$ cat src/rtl/antirrebote_botones_if.sv
// Button bundle shared by the board pins, the debouncer and the pet state machine.
interface antirrebote_botones_if #(
    parameter int N_BOTONES = 2
);
    logic [N_BOTONES-1:0] botones_raw;
    logic [N_BOTONES-1:0] nivel;
    logic [N_BOTONES-1:0] pulso;
    logic [N_BOTONES-1:0] pulso_largo;

    modport master (output botones_raw, input nivel, input pulso, input pulso_largo);
    modport slave  (input botones_raw, output nivel, output pulso, output pulso_largo);
endinterface

$ cat src/rtl/antirrebote_botones.sv
// Per-button synchroniser, debouncer and press / long-press pulse generator.
// Optional long-press logic is compiled in when PULSACION_LARGA_EN is defined.
module antirrebote_botones #(
    parameter int N_BOTONES       = 2,
    parameter int DEBOUNCE_CYCLES = 500000,
    parameter int LONG_CYCLES     = 50000000
) (
    input  logic                  clk,
    input  logic                  reset,
    antirrebote_botones_if.slave  bus
);
    localparam int DW = $clog2(DEBOUNCE_CYCLES);
    localparam logic [DW-1:0] DMAX = DW'(DEBOUNCE_CYCLES - 1);

    typedef enum logic [2:0] {
        REPOSO,
        CONFIRMA_PRESION,
        PRESIONADO,
        MANTENIDO,
        CONFIRMA_SUELTA
    } estado_t;

    logic [N_BOTONES-1:0] w_nivel;
    logic [N_BOTONES-1:0] w_pulso;
    logic [N_BOTONES-1:0] w_largo;

    for (genvar g = 0; g < N_BOTONES; g++) begin : g_canal
        logic          r_sync1;
        logic          r_sync2;
        logic [DW-1:0] r_cnt;
        logic          r_nivel;
        logic          r_pulso;
        estado_t       r_estado;
        estado_t       w_estado_sig;
        logic          w_difiere;
        logic          w_hecho;
        logic          w_pulso_sig;
        logic          w_largo_sig;
        logic          w_mantenido;

        assign w_difiere = (r_sync2 != r_nivel);
        assign w_hecho   = w_difiere && (r_cnt == DMAX);

`ifdef PULSACION_LARGA_EN
        localparam int HW = $clog2(LONG_CYCLES + 1);
        localparam logic [HW-1:0] LMAX = HW'(LONG_CYCLES);
        localparam logic [HW-1:0] LPRE = HW'(LONG_CYCLES - 1);

        logic [HW-1:0] r_hold;
        logic          r_largo;

        // Hold counter saturates so a long hold yields exactly one long pulse.
        always_ff @(posedge clk) begin
            if (!reset) begin
                r_hold  <= '0;
                r_largo <= 1'b0;
            end else begin
                if (!r_nivel)
                    r_hold <= '0;
                else if (r_hold != LMAX)
                    r_hold <= r_hold + HW'(1);
                r_largo <= w_largo_sig;
            end
        end

        assign w_mantenido = (r_hold == LMAX) || w_largo_sig;
        assign w_largo[g]  = r_largo;
`else
        assign w_mantenido = 1'b0;
        assign w_largo[g]  = 1'b0;
`endif

        always_ff @(posedge clk) begin
            if (!reset) begin
                r_sync1  <= 1'b0;
                r_sync2  <= 1'b0;
                r_cnt    <= '0;
                r_nivel  <= 1'b0;
                r_pulso  <= 1'b0;
                r_estado <= REPOSO;
            end else begin
                r_sync1  <= bus.botones_raw[g];
                r_sync2  <= r_sync1;
                r_estado <= w_estado_sig;
                if (!w_difiere || w_hecho)
                    r_cnt <= '0;
                else
                    r_cnt <= r_cnt + DW'(1);
                r_nivel  <= r_nivel ^ w_hecho;
                r_pulso  <= w_pulso_sig;
            end
        end

        // A bounce back during release resumes the pressed state it came from.
        always_comb begin
            w_estado_sig = r_estado;
            case (r_estado)
                REPOSO: begin
                    if (r_sync2)
                        w_estado_sig = CONFIRMA_PRESION;
                end
                CONFIRMA_PRESION: begin
                    if (!r_sync2)
                        w_estado_sig = REPOSO;
                    else if (w_hecho)
                        w_estado_sig = PRESIONADO;
                end
                PRESIONADO: begin
                    if (!r_sync2)
                        w_estado_sig = CONFIRMA_SUELTA;
                    else if (w_largo_sig)
                        w_estado_sig = MANTENIDO;
                end
                MANTENIDO: begin
                    if (!r_sync2)
                        w_estado_sig = CONFIRMA_SUELTA;
                end
                CONFIRMA_SUELTA: begin
                    if (r_sync2)
                        w_estado_sig = w_mantenido ? MANTENIDO : PRESIONADO;
                    else if (w_hecho)
                        w_estado_sig = REPOSO;
                end
                default: w_estado_sig = REPOSO;
            endcase
        end

        always_comb begin
            w_pulso_sig = (r_estado == CONFIRMA_PRESION) && w_hecho;
            w_largo_sig = 1'b0;
`ifdef PULSACION_LARGA_EN
            w_largo_sig = r_nivel && (r_hold == LPRE);
`endif
        end

        assign w_nivel[g] = r_nivel;
        assign w_pulso[g] = r_pulso;
    end

    assign bus.nivel       = w_nivel;
    assign bus.pulso       = w_pulso;
    assign bus.pulso_largo = w_largo;
endmodule

$ cat src/flat_wrapper.sv
// flat-port wrapper written by rule: the top's interface ports become plain ports
module antirrebote_botones_flat 
#(
    parameter int N_BOTONES       = 2,
    parameter int DEBOUNCE_CYCLES = 500000,
    parameter int LONG_CYCLES     = 50000000
)
  (clk, reset, bus_botones_raw, bus_nivel, bus_pulso, bus_pulso_largo);
  antirrebote_botones_if #(.N_BOTONES(N_BOTONES)) bus_i ();
  input  logic clk;
  input  logic reset;
  input wire logic [$bits(bus_i.botones_raw)-1:0] bus_botones_raw;
  output wire logic [$bits(bus_i.nivel)-1:0] bus_nivel;
  output wire logic [$bits(bus_i.pulso)-1:0] bus_pulso;
  output wire logic [$bits(bus_i.pulso_largo)-1:0] bus_pulso_largo;
  assign bus_i.botones_raw = bus_botones_raw;
  assign bus_nivel = bus_i.nivel;
  assign bus_pulso = bus_i.pulso;
  assign bus_pulso_largo = bus_i.pulso_largo;
  antirrebote_botones #(.N_BOTONES(N_BOTONES), .DEBOUNCE_CYCLES(DEBOUNCE_CYCLES), .LONG_CYCLES(LONG_CYCLES)) u_core (.clk(clk), .reset(reset), .bus(bus_i));
endmodule
$ cat config.mk
export PLATFORM = sky130hd
export DESIGN_NAME = antirrebote_botones_flat
export DESIGN_NICKNAME = d
export VERILOG_FILES = /design/src/rtl/antirrebote_botones_if.sv /design/src/rtl/antirrebote_botones.sv /design/src/flat_wrapper.sv
export SDC_FILE = /design/constraint.sdc
export NUM_CORES = 1
export LEC_CHECK = 0
export CAP_MARGIN = 20
export CELL_PAD_IN_SITES_DETAIL_PLACEMENT = 1
export CELL_PAD_IN_SITES_GLOBAL_PLACEMENT = 1
export CORE_UTILIZATION = 49
export CTS_CLUSTER_DIAMETER = 150
export DETAILED_ROUTE_END_ITERATION = 8
export PLACE_DENSITY_LB_ADDON = 0.1
export SYNTH_ARGS = -nofsm -noshare
export SYNTH_HDL_FRONTEND = slang
export SYNTH_SLANG_ARGS = --single-unit
$ cat constraint.sdc
create_clock -name clk -period 2.81 [get_ports clk]
set_input_delay 0.562 -clock clk [delete_from_list [all_inputs] [get_ports clk]]
set_output_delay 0.562 -clock clk [all_outputs]
set_load 0.1 [all_outputs]
== Word level (Yosys, flattened, before mapping) ==
Index checks and enable logic that the tools add are counted.

* Register bits: 52
* Latch bits: 0
* Bits in writable memories: 0
* Memory bits (read-only): 0
* Bits of input ports: 4
* Output and inout bits: 6
* Memories: 0

* $add $sub $neg: 2
* $mul: 0
* Divide/modulo/power cells: 0
* $lt $le $gt $ge: 0
* Equal/unequal tests: 20
* Shifts and indexed selects: 0
* Muxes and demuxes: 14
* Bitwise operators: 3
* Reduce and logical (&&, ||, !) cells: 16

{| class="wikitable"
|+ Operators by type and width
! kind !! count
|-
| $add 19x1->19 const B || 2
|-
| $eq 19x19->1 const B || 2
|-
| $mux 3 || 12
|-
| $pmux 3 s4 || 2
|-
| $eq 3x2->1 const B || 4
|-
| $reduce_and 4->1 || 2
|-
| $reduce_or 2->1 || 4
|-
| $eq 3x1->1 const B || 2
|-
| $eq 3x3->1 const B || 2
|-
| $logic_not 3->1 || 2
|-
| $ne 3x1->1 const B || 2
|-
| $ne 3x3->1 const B || 2
|-
| $logic_and 1x1->1 || 4
|-
| $ne 2x1->1 const B || 2
|-
| $ne 2x2->1 const B || 2
|-
| $logic_not 1->1 || 2
|-
| $logic_or 1x1->1 || 2
|-
| $ne 1x1->1 || 2
|-
| $xor 1x1->1 || 2
|-
| $not 1->1 || 1
|}

== Depth between registers and ports, before layout ==
Gate-level depths: netlist of the first run.

* Depth in word-level cells: 5
* Depth in mapped cells: 7
* Mapped depth without buffers: 5

== Worst setup path after synthesis of the first run ==
OpenSTA, ideal clock, no wires.

* Path kind: reg2reg
* Start: register u_core.g_canal[1].r_cnt[6]
* End: register with a tool-made name
* Library setup time: 72 ps
* Data arrival time: 1674 ps
* Required time: 2738 ps
* Setup slack: 1065 ps
* Stages on the path, launching flop included: 5
* Cell sequence: dfxtp_1 -> or4_4 -> or4_1 -> nor2_1 -> mux2i_1

{| class="wikitable"
|+ RTL lines
! element !! RTL line !! text
|-
| start: declaration || antirrebote_botones.sv:30 || <nowiki>logic [DW-1:0] r_cnt;</nowiki>
|-
| start signal: assignment || antirrebote_botones.sv:88 || <nowiki>r_cnt <= r_cnt + DW'(1);</nowiki>
|}

== Final worst setup path of the first run ==
* Start: register u_core.g_canal[1].r_cnt[6]
* End: register u_core.g_canal[1].r_cnt[11]

* Longest elaborated chain between the ends: 4
* Elaborated cells between the ends (all ways): 5
* Classes of those cells: 1 x add/sub; 1 x eq/ne; 3 x reduce/logical

{| class="wikitable"
|+ RTL lines
! element
|-
| parallel branches: the longest is 4 deep, another holds $add 19x1->19
|}

Parallel ways; which one is timed is not known.
A chain may end at the register's enable or synchronous reset.

==> results of run 1 <==
==> stage by stage <==
stage	hold WS [ns]	power [mW]	util, %
3_5_place_dp	0.427	0.794	51.8
2_1_floorplan	0.412	0.790	-
4_1_cts	0.452	1.25	53.9
3_3_place_gp	0.421	0.793	51.8
6_report	0.446	1.23	53.9
5_1_grt	0.461	1.28	53.9
==> per-layer routing <==
layer / wire length [microns] / vias up / share of wire (%)
met4: 92 / 0 / 2.0
met1: 2180 / 913 / 47
met2: 2310 / 12 / 49
met3: 84 / 9 / 1.8
li1: - / 952 / -
met5: 0 / - / 0
==> registers in the layout (all words and copies together) (netlist names), named ones only <==
register	count
u_core.g_canal.r_sync2	2
u_core.g_canal.r_estado	6
u_core.g_canal.r_sync1	2
u_core.g_canal.r_pulso	2
u_core.g_canal.r_cnt	38
==> power groups by stage <==
stage / registers (mW) / clock network, mW / logic [mW]
final: 0.744 / 0.453 / 0.0320
after global routing: 0.745 / 0.501 / 0.0350
after CTS: 0.744 / 0.469 / 0.0326
after detailed placement: 0.761 / 0 / 0.0325
after global placement: 0.761 / 0 / 0.0319
after floorplan: 0.760 / 0 / 0.0297
==> worst max path at each step <==
| stage | start | endpoint | slack, ns | depth (start not counted) |
|---|---|---|---|---|
| finish | u_core.g_canal[1].r_cnt[6] | u_core.g_canal[1].r_cnt[11] | 0.77 | 4 |
| floorplan | u_core.g_canal[1].r_cnt[6] | flip-flop | 1.06 | 4 |
| CTS | u_core.g_canal[0].r_cnt[0] | u_core.g_canal[0].r_cnt[4] | 0.74 | 5 |
| detailed placement | reset | u_core.g_canal[1].r_cnt[17] | 0.58 | 4 |
| global route | u_core.g_canal[1].r_cnt[6] | u_core.g_canal[1].r_cnt[12] | 0.62 | 4 |
| global placement | reset | u_core.g_canal[0].r_estado[2] | 0.61 | 4 |
==> area by class of cell <==
cell class / instances / area, sq um / share of cell area, %
Multi-Input combinational cell: 199 / 1230 / 48.5
Clock buffer: 6 / 82.6 / 3.24
Inverter: 8 / 30.0 / 1.18
Clock inverter: 2 / 13.8 / 0.541
Tap cell: 67 / 83.8 / 3.29
Timing Repair Buffer: 7 / 60.1 / 2.36
Sequential cell: 52 / 1040 / 40.9
==> kinds of logic after synthesis <==
group / after synthesis / share of synthesized area [%]
buffers and inverters: 21 / 5.57
other: 1 / 0.156
flip-flops: 52 / 43.3
multiplexers: 4 / 1.66
XOR/XNOR: 28 / 10.2
AND/OR/NAND/NOR: 138 / 31.5
adder cells (fa/ha/maj): 2 / 1.04
AO/OA/AOI/OAI: 25 / 6.56
==> synth_stat cells (2+ instances only) <==
master	instances	area, sq um
o21ai_0	4	20.0
o22ai_1	2	12.5
nand2_1	19	71.3
or4_1	6	45.0
buf_6	3	33.8
nor4_1	6	37.5
or3_1	2	12.5
nor2_1	39	146
a21oi_1	9	45.0
nor3_1	9	45.0
a31oi_1	3	18.8
dfxtp_1	52	1040
buf_2	2	10.0
xnor2_1	13	114
o31ai_1	3	22.5
nand2b_1	5	31.3
nand3_1	13	65.1
buf_4	8	60.1
and4_1	4	35.0
and2_1	6	37.5
nor4b_1	2	17.5
mux2i_1	4	40.0
and4b_1	2	20.0
ha_1	2	25.0
nand4_1	16	100
inv_1	8	30.0
xor2_1	15	131
==> impl_metrics.yaml, run 1 <==
status:
  status: "finished, final reports clean"
sta:
  worstMarginPinSlew_ns: 0.657
  setup_violations: 0
  fin_tns_setup_ns: 0
  relSlewSlack_pct: 56.2
  report.final.slew_viol_count: 0
  period_minus_slack_ns: 2.04
  finalHoldViolations: 0
  fmax_ghz: 0.490
  layout_setup_ws_ns: 0.769
  final.setup_skew_ns: 0.00571
  rsz0062_at_grt: "false"
  fin_crit_sh_pct: 72.6
place:
  gp_congestion: 0.762
  post-place-ws_ns: 0.582
  port_buffers: 7
  post-place-cells: 333
  place_area_sq_mm: 0.00245
  dp.final_hpwl_mm: 3.31
synthesis:
  synth_ff_type: "dfxtp_1"
  synthCells: 271
  avgSynthCellArea_sq_um: 8.87
  synth-seq-area-share_pct: 43.3
  synth_cell_type_count: 41
  synth_edf_count: 0
  ys_warn_count: 0
  netlist_area_sq_mm: 0.00240
  synthArstFlopShare_pct: 0
  ys_seq_elements: 52
pwr:
  ir_worst_vdd_mv: 0.291
  p_per_area_mw_per_mm2: 483
  intPower_mw: 0.952
  leakage_nw: 0.774
  p_sw_share_pct: 22.5
  pwr-share-comb_pct: 2.6
  power_frac_seq_pct: 60.5
  clockPowerShare_pct: 36.8
  p_switching_mw: 0.277
layout:
  area_growth_pct: 5.83
  final_common_cell: "dfxtp_1"
  layout-drive-gt1-share_pct: 6.57
  fillers: 571
  mostFrequentLayoutCells: "52 x dfxtp_1, 39 x nor2_1, 19 x nand2_1"
  final_cell_area_sq_mm: 0.00254
  num_antenna_cells: 0
  nets: 279
  fin_cells: 341
clock_network:
  cts_resized: 0
  clk_root_buffer_cell: "clkbuf_8"
  clkTransAtPathRegs_ns: 0.10
  hold_buffers: 0
  cts_tree: "yes"
  clk_latency_ns: 0.31
  post_cts_buffers: 0
  cts-buffers-inserted: 5
  clkSinkCount: 52
  clock_path_buffers: 2
  htree_levels: 2
global_route:
  grt_pass1_wl_mm: 8.00
  grtUsageTotal_pct: 19.7
  gr-usage-met3_pct: 4.17
  grt_busiest_layer: "met2"
  grt_max_degree: 18
  grt_pass1_vias: 1774
  gr-total-overflow: 0
  grt.met1_usage_pct: 23.6
  antenna_found_initial: 0
  met2_usage_pct: 34.3
worst_setup_path:
  start_kind: "flip-flop"
  cpPeakStageDelay_ns: 0.56
  arrival_ns: 2.23
  rrSetupSlack_ns: 0.77
  cp_max_fo: 17
  crit_path_end_kind: "flip-flop"
  crit_chain: "or4_4, nor4_4, a21o_1, nor2_1"
  cp_top_family: "simple AND/OR/NAND/NOR gates"
  critical_path_class: "flip-flop to flip-flop"
  cpMaxStageDelayCell: "or4_4"
  r2r-start: "u_core.g_canal[1].r_cnt[6]"
  reg2reg_depth: 4
  cp_num_buf_inv: 0
  crit_required_ns: 3.00
  timing.rr.end: "u_core.g_canal[1].r_cnt[11]"
worst_hold_path:
  hold_class: "flip-flop to flip-flop"
  hold_end: "u_core.g_canal[0].r_sync2"
  min_from: "u_core.g_canal[0].r_sync1"
  hold_path_depth: 1
floorplanning:
  row_count: 25
  dieWidth_microns: 72.1
  start_util_pct: 50.9
  die-area_sq_mm: 0.00519
  io-pin-count: 10
  chipHeight_microns: 72.1
  design.core.area_sq_mm: 0.00472
routing:
  via_count: 1886
  avgViaCountPerCell: 5.53
  drc: 0
  wl_mm: 4.67
  wl_per_cell_microns: 13.7
  first_iter_violations: 57
  drtAntennaViolNets: 0
  first_pass_iters: 4
run:
  drv_cap: 0
(Power assumes the default switching activity.)
==> run 2: changes to the inputs <==
--- a/config.mk
+++ b/config.mk
@@ -8,7 +8,7 @@
 export CAP_MARGIN = 20
 export CELL_PAD_IN_SITES_DETAIL_PLACEMENT = 1
 export CELL_PAD_IN_SITES_GLOBAL_PLACEMENT = 1
-export CORE_UTILIZATION = 49
+export CORE_UTILIZATION = 41
 export CTS_CLUSTER_DIAMETER = 150
 export DETAILED_ROUTE_END_ITERATION = 8
 export PLACE_DENSITY_LB_ADDON = 0.1
==> constraint.sdc (replaced) <==
create_clock -name clk -period 1.8 [get_ports clk]
set_input_delay 0.36 -clock clk [delete_from_list [all_inputs] [get_ports clk]]
set_output_delay 0.36 -clock clk [all_outputs]
set_load 0.1 [all_outputs]
==> run 2 against run 1 <==
Clock skew is 0.0033 ns higher. Register-to-register slack worse by 0.73 ns. Design area is 15% higher. Sequential power is 56% higher. Power is 61% higher. Worst hold slack worse by 0.0056 ns. Cell count is 12% higher. Global-route usage is 0.99 points lower.
==> impl_metrics.yaml, run 2 (synthesized netlist as in run 1, its figures left out) <==
sta:
  finalHoldViolations: 0
  fmax_ghz: 0.567
  setup_violations: 0
  fin_crit_sh_pct: 97.9
  rsz0062_at_grt: "true"
  report.final.slew_viol_count: 0
  final.setup_skew_ns: 0.00902
  period_minus_slack_ns: 1.76
pwr:
  clockPowerShare_pct: 38.2
  p_sw_share_pct: 20.2
  p_switching_mw: 0.398
  leakage_nw: 0.981
  p_per_area_mw_per_mm2: 672
  power_mw: 1.97
  power_frac_seq_pct: 58.8
  ir_worst_vdd_mv: 0.318
  pwr-share-comb_pct: 2.9
  intPower_mw: 1.58
layout:
  area_growth_pct: 22.1
  final_cell_area_sq_mm: 0.00294
  nets: 316
  final_common_cell: "dfxtp_1"
  largest_registers: "u_core.g_canal.r_cnt x38, u_core.g_canal.r_estado x6"
  fin_cells: 381
  layout-drive-gt1-share_pct: 19.7
  num_antenna_cells: 0
  mostFrequentLayoutCells: "52 x dfxtp_1, 38 x nor2_1, 36 x buf_4"
  fillers: 668
  largest_reg_flops: 38
  largest_register: "u_core.g_canal.r_cnt"
worst_setup_path:
  cp_max_fo: 3
  crit_required_ns: 2.03
  critical_path_class: "flip-flop to flip-flop"
  start_kind: "flip-flop"
  crit_path_end_kind: "flip-flop"
  arrival_ns: 1.99
routing:
  drc: 0
  avgViaCountPerCell: 5.28
  first_pass_iters: 4
  wl_per_cell_microns: 14.0
  wl_mm: 5.32
  first_iter_violations: 55
  drtAntennaViolNets: 0
  via_count: 2011
floorplanning:
  dieWidth_microns: 78.6
  row_count: 27
  start_util_pct: 43.1
  die-area_sq_mm: 0.00618
  io-pin-count: 10
  chipHeight_microns: 78.6
  design.core.area_sq_mm: 0.00557
global_route:
  grtUsageTotal_pct: 18.7
  antenna_found_initial: 0
  met2_usage_pct: 33.9
  gr-total-overflow: 0
  grt_pass1_vias: 2065
  grt_busiest_layer: "met2"
  grt_max_degree: 18
  grt.met1_usage_pct: 22.0
  grt_pass1_wl_mm: 9.16
  gr-usage-met3_pct: 3.49
clock_network:
  clock_path_buffers: 2
  clk_latency_ns: 0.30
  htree_levels: 2
  clk_root_buffer_cell: "clkbuf_8"
  clkSinkCount: 52
  cts-buffers-inserted: 5
  hold_buffers: 0
  cts_tree: "yes"
  clkTransAtPathRegs_ns: 0.09
status:
  status: "finished, final reports clean"
place:
  dp.final_hpwl_mm: 3.97
  place_area_sq_mm: 0.00279
  post-place-cells: 374
  gp_congestion: 0.767
  port_buffers: 7
run:
  drv_cap: 0
worst_hold_path:
  hold_class: "flip-flop to flip-flop"
==> run 2: final timing paths <==
path,startpoint,slack (ns),to,depth (start not counted)
min,u_core.g_canal[0].r_sync1,0.44,u_core.g_canal[0].r_sync2,1
max,u_core.g_canal[0].r_cnt[0],0.04,u_core.g_canal[0].r_estado[1],5
min reg2reg,u_core.g_canal[0].r_sync1,0.44,u_core.g_canal[0].r_sync2,1
max reg2reg,u_core.g_canal[0].r_cnt[0],0.04,u_core.g_canal[0].r_estado[1],5
==> run 2: repair_timing <==
item,CTS,global route
endpoints found under the setup margin,18,25
cloned,0,0
pin swaps,0,6
gates resized for setup,4,6
buffers inserted,0,1
==> run 2: cell type report <==
cell class              instances  area [sq um]  share of cell area, %
multi-input cells             199          1280                   43.5
clock buffers                   5          68.8                   2.34
inverters                       8          30.0                   1.02
clock inverters                 1          30.0                   1.02
repair buffers                 44           400                   13.6
well taps                      72          90.1                   3.07
flip-flops and latches         52          1040                   35.4
==> run 2: per-stage QoR <==
step                      setup TNS (ns)  setup WS (ns)  hold WS (ns)  utilization, %
after floorplan                        0         0.0548         0.412               -
after global placement                 0        0.00411         0.417            50.0
after detailed placement          -0.339        -0.0403         0.425            50.0
after CTS                              0        0.00672         0.447            52.1
after global routing            -0.00998       -0.00594         0.478            52.7
final                                  0         0.0372         0.441            52.7
==> run 2: critical path, stage by stage (launching register included) <==
cell	delay (ns)
dfxtp_1	0.36
ha_1	0.19
and4_4	0.25
nand4_1	0.19
or4_4	0.57
a31oi_1	0.13
==> run 2: power groups by stage <==
stage	Sequential (mW)	Combinational, mW	Clock [mW]
4_1_cts	1.16	0.0589	0.790
3_3_place_gp	1.19	0.0573	0
5_1_grt	1.16	0.0633	0.831
6_report	1.16	0.0582	0.755
3_5_place_dp	1.19	0.0581	0
2_1_floorplan	1.19	0.0464	0
==> run 2: layer usage <==
layer | routed length, microns | part of all wire (%)
met5 | 0 | 0
met3 | 78 | 1.5
met4 | 56 | 1.1
met2 | 2740 | 52
met1 | 2440 | 46
==> run 3: changes to the inputs <==
--- a/config.mk
+++ b/config.mk
@@ -8,7 +8,7 @@
 export CAP_MARGIN = 20
 export CELL_PAD_IN_SITES_DETAIL_PLACEMENT = 1
 export CELL_PAD_IN_SITES_GLOBAL_PLACEMENT = 1
-export CORE_UTILIZATION = 41
+export CORE_UTILIZATION = 40
 export CTS_CLUSTER_DIAMETER = 150
 export DETAILED_ROUTE_END_ITERATION = 8
 export PLACE_DENSITY_LB_ADDON = 0.1
==> constraint.sdc (replaced) <==
create_clock -name clk -period 1.8 [get_ports clk]
set_input_delay 0.36 -clock clk [delete_from_list [all_inputs] [get_ports clk]]
set_output_delay 0.36 -clock clk [all_outputs]
set_load 0.02 [all_outputs]
==> run 3 against run 2 <==
Count of clock-buffer cells in the layout increased by 2. Clock skew shrank 0.0052 ns. Global-route usage is 0.43 points higher. Setup slack improved by 0.012 ns. Highest routed layer unchanged. First-iteration DRC count up 9.1%. Fmax increased by 0.69%. Design area grew 0.60%. Via count increased by 1.0%. Power up 5.5%.
==> impl_metrics.yaml, run 3 (synthesized netlist as in run 1, its figures left out) <==
status:
  status: "finished, final reports clean"
global_route:
  grt_pass1_vias: 2075
  antenna_found_initial: 0
  grt_pass1_wl_mm: 9.34
  grt_max_degree: 18
  gr-total-overflow: 0
  grtUsageTotal_pct: 19.1
sta:
  final.setup_skew_ns: 0.00386
  fin_tns_setup_ns: 0
  finalHoldViolations: 0
  holdWs_ns: 0.435
  setup_violations: 0
  fmax_ghz: 0.571
  fin_crit_sh_pct: 97.3
  report.final.slew_viol_count: 0
  period_minus_slack_ns: 1.75
pwr:
  ir_worst_vdd_mv: 0.314
  leakage_nw: 1.00
  power_mw: 2.08
  p_per_area_mw_per_mm2: 705
routing:
  wl_per_cell_microns: 14.0
  drtAntennaViolNets: 0
  wl_mm: 5.46
  first_iter_violations: 60
  first_pass_iters: 4
  drc: 0
  avgViaCountPerCell: 5.22
  via_count: 2032
clock_network:
  clkTransAtPathRegs_ns: 0.09
  clk_latency_ns: 0.31
  clock_path_buffers: 2
  clk_root_buffer_cell: "clkbuf_8"
  cts_tree: "yes"
  cts-buffers-inserted: 5
  clkSinkCount: 52
  hold_buffers: 0
  htree_levels: 2
place:
  gp_congestion: 0.750
  post-place-cells: 378
  port_buffers: 7
  dp.final_hpwl_mm: 4.07
layout:
  fin_cells: 389
  mostFrequentLayoutCells: "51 x dfxtp_1, 43 x buf_4, 37 x nor2_1"
  final_common_cell: "dfxtp_1"
  layout-drive-gt1-share_pct: 20.5
  area_growth_pct: 22.8
  largest_register: "u_core.g_canal.r_cnt"
  largest_registers: "u_core.g_canal.r_cnt x38, u_core.g_canal.r_estado x6"
  num_antenna_cells: 0
  nets: 322
  largest_reg_flops: 38
worst_setup_path:
  cpPeakStageDelay_ns: 0.56
  cp_max_fo: 2
  crit_path_end_kind: "flip-flop"
  critical_path_class: "flip-flop to flip-flop"
  arrival_ns: 1.99
  crit_required_ns: 2.04
  start_kind: "flip-flop"
  cpMaxStageDelayCell: "or4_4"
  crit_chain: "or4_1, or4_4, nor2_4, mux2i_1"
floorplanning:
  row_count: 27
  io-pin-count: 10
  dieWidth_microns: 79.5
  start_util_pct: 42.6
  die-area_sq_mm: 0.00633
  design.core.area_sq_mm: 0.00564
  chipHeight_microns: 79.5
run:
  drv_cap: 0
worst_hold_path:
  hold_class: "flip-flop to flip-flop"
run 3: cell count changes in the layout (fill, tap and decap cells not counted), moves of 2 or more:
cell             before  now
buf_4                36   43
buf_12                5    0
clkdlybuf4s50_1       3    7
clkbuf_8              5    7
run 3: layer usage:
| layer | global-route usage, % | up-vias | share of wire (%) |
|---|---|---|---|
| met2 | 34.3 | 14 | 52 |
| li1 | - | 1037 | - |
| met4 | 6.18 | 0 | 1.6 |
| met5 | 0 | - | 0 |
| met1 | 21.9 | 970 | 45 |
| met3 | 4.80 | 11 | 2.1 |
run 3: worst paths after layout:
| kind | from | end | slack [ns] | cells past startpoint |
|---|---|---|---|---|
| worst max register to register | u_core.g_canal[1].r_cnt[9] | flip-flop | 0.05 | 4 |
| worst min-delay path | u_core.g_canal[1].r_cnt[0] | u_core.g_canal[1].r_cnt[0] | 0.43 | 1 |
| worst max-delay path | u_core.g_canal[1].r_cnt[9] | flip-flop | 0.05 | 4 |
| worst min register to register | u_core.g_canal[1].r_cnt[0] | u_core.g_canal[1].r_cnt[0] | 0.43 | 1 |
run 3: through the flow:
step | instance area (sq um) | util, % | worst slack, ns
floorplan | 2410 | - | 0.0548
global placement | 2770 | 49.0 | 0.0111
finish | 2950 | 52.4 | 0.0492
CTS | 2910 | 51.6 | 0.00897
global route | 2950 | 52.4 | -0.00748
detailed placement | 2770 | 49.0 | -0.0196
run 3: report_power, final:
| group | total, mW | internal (mW) | switching [mW] |
|---|---|---|---|
| clock | 0.877 | 0.491 | 0.387 |
| combinational | 0.0447 | 0.0208 | 0.0239 |
| sequential | 1.16 | 1.16 | 0.00465 |
| total | 2.08 | 1.67 | 0.415 |
run 3: area by class of cell:
class	count	area, sq um
multi-input cells	199	1270
well taps	72	90.1
clock inverters	1	30.0
clock buffers	7	96.3
fillers	679	2690
repair buffers	50	393
inverters	8	30.0
flip-flops and latches	52	1040
run 3: worst max-delay path: cells and delay by family, from the launching register on:
family	cells	cell delay (ns)
muxes	1	0.17
DFF	1	0.32
and+or+nand+nor	3	1.20
run 3: timing repair:
item                       in CTS  in global routing
pin swaps                       2                  7
setup endpoints to repair      16                 20
setup buffers                   0                  3
resized for setup               4                  6
